File: config.mk
export PLATFORM = sky130hd
export DESIGN_NAME = alu_flag_stage
export DESIGN_NICKNAME = d
export VERILOG_FILES = /design/src/rtl/alu_flag_stage.sv
export SDC_FILE = /design/constraint.sdc
export NUM_CORES = 1
export LEC_CHECK = 0
export CORE_MARGIN = 3
export CORE_UTILIZATION = 37
export CTS_BUF_LIST = sky130_fd_sc_hd__clkbuf_8
export CTS_CLUSTER_SIZE = 24
export DETAILED_ROUTE_END_ITERATION = 7
export GPL_ROUTABILITY_DRIVEN = 0
export GPL_TIMING_DRIVEN = 0
export PLACE_DENSITY = 0.89
export SYNTH_ARGS = -nofsm -noshare
export SYNTH_HDL_FRONTEND = slang
export SYNTH_SLANG_ARGS = --single-unit
File: constraint.sdc
create_clock -name clk -period 3.3 [get_ports clk]
set_clock_uncertainty 0.15 [all_clocks]
set_input_delay 0.66 -clock clk [delete_from_list [all_inputs] [get_ports clk]]
set_output_delay 0.66 -clock clk [all_outputs]
set_load 0.02 [all_outputs]
File: src/rtl/alu_flag_stage.sv
// alu_flag_stage: EX->MEM pipeline register for the ALU result and NZCV flags, with B.cond resolution
//   clk, reset (async, active-low)
//   ex_valid, stall, flush, set_flags, alu_result[WIDTH], negative, zero, overflow, carry_out : EX inputs
//   cond_valid, cond[4] : B.cond to resolve this cycle
//   mem_valid, mem_result[WIDTH], flags[4] {N,Z,C,V} : registered outputs; branch_taken : combinational
//   ALU_FLAG_FWD_EN : when defined, a same-cycle EX flag setter is bypassed into the branch decision
module alu_flag_stage #(
  parameter int WIDTH = 64
) (
  input  logic             clk,
  input  logic             reset,
  input  logic             ex_valid,
  input  logic             stall,
  input  logic             flush,
  input  logic             set_flags,
  input  logic [WIDTH-1:0] alu_result,
  input  logic             negative,
  input  logic             zero,
  input  logic             overflow,
  input  logic             carry_out,
  input  logic             cond_valid,
  input  logic [3:0]       cond,
  output logic             mem_valid,
  output logic [WIDTH-1:0] mem_result,
  output logic [3:0]       flags,
  output logic             branch_taken
);
  logic [3:0] ex_flags;
  logic [3:0] eff;
  logic [7:0] base_v;
  logic       n, z, c, v, base;
  assign ex_flags = {negative, zero, carry_out, overflow};
  always_ff @(posedge clk or negedge reset)
    if (!reset) begin
      mem_valid  <= 1'b0;
      mem_result <= '0;
      flags      <= 4'b0000;
    end else if (flush) begin
      mem_valid <= 1'b0;
    end else if (!stall) begin
      mem_valid <= ex_valid;
      if (ex_valid) mem_result <= alu_result;
      if (ex_valid && set_flags) flags <= ex_flags;
    end
`ifdef ALU_FLAG_FWD_EN
  assign eff = (ex_valid && set_flags && !flush) ? ex_flags : flags;
`else
  assign eff = flags;
`endif
  assign {n, z, c, v} = eff;
  // Odd condition codes are the complement of the even code below them, except 1111 (always true)
  assign base_v = {1'b1, !z && (n == v), n == v, c && !z, v, n, c, z};
  assign base = base_v[cond[3:1]];
  assign branch_taken = cond_valid && (base ^ (cond[0] && cond[3:1] != 3'b111));
endmodule

**Yosys cells after proc, flatten, opt, wreduce, memory -nomap -nowiden**

Index checks and enable logic that the tools add are counted.

- Bits of input ports: 79
- Output and inout port bits: 70
- Bits in registers: 69
- Logic and storage cells: 22

- Magnitude comparators: 1
- Reductions and logical operators: 8
- Bitwise logic cells: 3
- Mux-type cells: 4
- Equality and inequality tests: 3

Operator list:

| kind | count |
|---|---|
| AND reduction 3 bit | 2 |
| logical AND 1 bit | 5 |
| less-than comparator 3 x 4 -> 1 bit, second input constant | 1 |
| binary-select mux 1 bit (select 3 bit) | 1 |
| 2-to-1 mux 1 bit | 3 |
| inequality test 3 bit, second input constant | 1 |
| inequality test 2 x 1 -> 1 bit, second input constant | 1 |
| inverter 1 bit | 2 |
| equality test 1 bit | 1 |
| logical NOT 1 bit | 1 |
| XOR 1 bit | 1 |

**Longest topological paths before layout**

- Depth after elaboration: 6
- Depth in mapped cells: 5
- Gate-level depth less buffers: 4

**Worst setup path after synthesis**

OpenSTA, ideal clock, no wires.

- Path type: input to output
- Start point: input cond[1]
- End point: output branch_taken
- Stages on the path: 4
- Arrival time: 2.083 ns
- Required time: 2.490 ns
- Buffers on the path: 0
- Path slack: 0.407 ns
- Cell sequence: or4b_1 and3_1 a221oi_1 mux2i_1

- Longest elaborated chain between the ends: 4
- Elaborated cells on any way between the ends: 6
- Classes of those cells: eq/ne (1); mux (2); bitwise (1); reduce/logical (2)

Ends and longest elaborated chain:

| what | RTL line | RTL |
|---|---|---|
| from (decl) | 22 | `input logic [3:0] cond,` |
| binary-select mux 1 bit (select 3 bit) or inequality test 3 bit (tied branches) | 53, 54 |  |
| 2-to-1 mux 1 bit (implied by the code) or logical AND 1 bit (tied branches) | 53, 54 |  |
| XOR 1 bit (*) | 54 | `assign branch_taken = cond_valid && (base ^ (cond[0] && cond[3:1] != 3'b111));` |
| logical AND 1 bit (*) | 54 |  |
| to (decl) | 26 | `output logic branch_taken` |

Every way passes the cells marked *; elsewhere a longest branch is shown, timed or not. The select of a mux whose other input is x is not followed.

**Worst setup path after layout**

Ends and elaborated chain as after synthesis.

==> results_dict.tcl <==
set metrics [dict create \
    synth_top_family_by_area "multiplexers" \
    start_util_pct 38.7 \
    seqCellArea_sq_mm 0.00173 \
    grt_start_max_net_pins 70 \
    multiInputGateArea_sq_um 903 \
    synth_area_leaders "dfrtp_1, mux2_2, buf_2" \
    grt_first_pass_wirelength_mm 10.9 \
    outcome "finished, final reports clean" \
    crit_fanout 6 \
    core_sq_mm 0.00687 \
    syn_nets 244 \
    worstSetupEndpointType "output port" \
    gr-total-overflow 0 \
    insertedDiodeCount 0 \
    fin_crit_sh_pct 95.6 \
    dr.pass1.iters 4 \
    hold_class "in2async" \
    dieArea_sq_mm 0.00824 \
    drv_cap 0 \
    synthAdderAreaFrac_pct 0 \
    drtIter0Drc 41 \
    synth_top_area_cell "dfrtp_1" \
    netlist_area_sq_mm 0.00266 \
    cp.arrival_ns 2.35 \
    synth-seq-area-share_pct 65.0 \
    num_rows 30 \
    fin_crit_ns 3.16 \
    placed_area_sq_mm 0.00426 \
    hold_buffers 0 \
    viasPerCell 4.60 \
    rrSetupSlack_ns 2.33 \
    synth-seq-cells 69 \
    wl_mm 6.73 \
    clock_path_buffers 2 \
    finalSetupViolCount 0 \
    io_buffers 148 \
    required_ns 2.49 \
    hold_violations 0 \
    synthMuxAreaShare_pct 29.6 \
    numCtsBuffers 9 \
    fin_area_sq_mm 0.00449 \
    tightest_slew_ns 0.852 \
    grt_pass1_vias 2181 \
    cts-root-buf "clkbuf_8" \
    cts_sinks 69 \
    area_growth_syn_to_layout_pct 69.1 \
    synthCells 165 \
    relSlewSlack_pct 43.2 \
    dieHeight_microns 90.8 \
    layout_common_cells "clkdlybuf4s50_1, dfrtp_1, mux2_2" \
    finalSetupTns_ns 0 \
    layout-drive-gt1-share_pct 28.0 \
    synth_top_area_share_pct 65.0 \
    cts_tree "built" \
    drc_errors 0 \
    layout.nets 403 \
    startpoint_type "primary input" \
    syn_area_per_cell_sq_um 16.1 \
    fmaxAchievable_ghz 0.317 \
    grt_use_total_pct 16.9 \
    vdd_drop_max_uv 389 \
    p_per_area_mw_per_mm2 615 \
    ctsResizeCount 8 \
    crit_type "in2out" \
    yosysUniqueCellTypes 18 \
    detail-route-antenna-nets 0 \
    clkTransAtPathRegs_ns 0.08 \
    rsz0062_at_grt "no" \
    fp.dieW_microns 90.8 \
    final_common_cell "clkdlybuf4s50_1" \
    ioPinCount 149 \
    post-dp-hpwl_mm 5.15 \
    antenna_found_initial 0 \
    cts_setup_buffers 0 \
    fillers 536 \
    vias 1951 \
    insertion_delay_ns 0.32 \
    synth-xor-area-share_pct 0.330 \
    slew_viol_final 0 \
    synth_compound_area_share_pct 1.04 \
    synthSimpleGateAreaFrac_pct 2.82 \
    p_leak_nw 1.86 \
    wl_per_cell_microns 15.9 \
    yosys_warnings 0 \
    cts_max_level 3 \
]
[per-stage QoR]
step	hold slack (ns)	setup WS [ns]	total power (W)	util [%]	cells
after floorplan	0.214	0.407	0.00148	-	165
after global placement	0.339	-0.825	0.00195	62.0	409
after detailed placement	0.344	-0.592	0.00198	62.0	409
after CTS	0.319	0.162	0.00280	65.4	424
after global routing	0.343	0.0293	0.00289	65.4	424
final	0.286	0.144	0.00276	65.4	424
[layout make-up]
cell class	instances	share of cell area, %
multi-input cells	89	20.1
well taps	96	2.67
clock inverters	6	2.51
plain buffers	7	0.752
clock buffers	9	2.76
flip-flops and latches	69	38.4
repair buffers	148	32.8
[power by group]
part	switching (W)	internal [W]	leakage, nW
clock network	0.000312	0.000499	0.119
logic	0.000374	0.000486	0.924
registers	0.0000870	0.00101	0.819
total	0.000772	0.00199	1.86
[sequential cells by signal (all words and copies together) (netlist names)]
signal	flops
mem_result	64
flags	4
mem_valid	1
[cells by family after synthesis]
group	count (synthesis)
AOI/OAI and AO/OA	4
xor gates and xnor gates	1
buffers and inverters	7
DFF	69
muxes	70
and+or+nand+nor	14
[synth_stat cells]
cell,n
buf_2,6
xnor2_1,1
dfrtp_1,69
or4b_1,1
a221oi_1,1
o21ai_0,1
mux2i_1,2
and2b_1,1
mux2_2,68
nand2b_1,1
nand3_1,2
nand2_1,5
a2111oi_0,1
and3_1,1
nor2b_1,2
nor2_1,1
clkbuf_1,1
a21oi_1,1
[metal layers]
layer / vias to the layer above / global-route usage, % / share of wire [%]
li1: 901 / - / -
met1: 960 / 18.8 / 38
met2: 84 / 30.3 / 54
met3: 6 / 6.17 / 7.2
met4: 0 / 4.72 / 0.91
met5: - / 0 / 0
[critical path, cell delays in order]
cell,delay (ns)
dlygate4sd2_1,0.28
or4b_1,0.53
and3_1,0.19
a221oi_2,0.28
mux2i_1,0.23
buf_4,0.16
[final timing paths]
kind / start / endpoint / cells after the start
worst min-delay path: reset / mem_result[12] / 1
worst min register to register: mem_result[34] / mem_result[34] / 1
worst max register to register: flags[0] / flags[0] / 1
min in group clk: mem_result[34] / mem_result[34] / 1
worst max-delay path: cond[1] / branch_taken / 6
max in group asynchronous: reset / mem_valid / 1
Power figures use the tool's default switching activity.
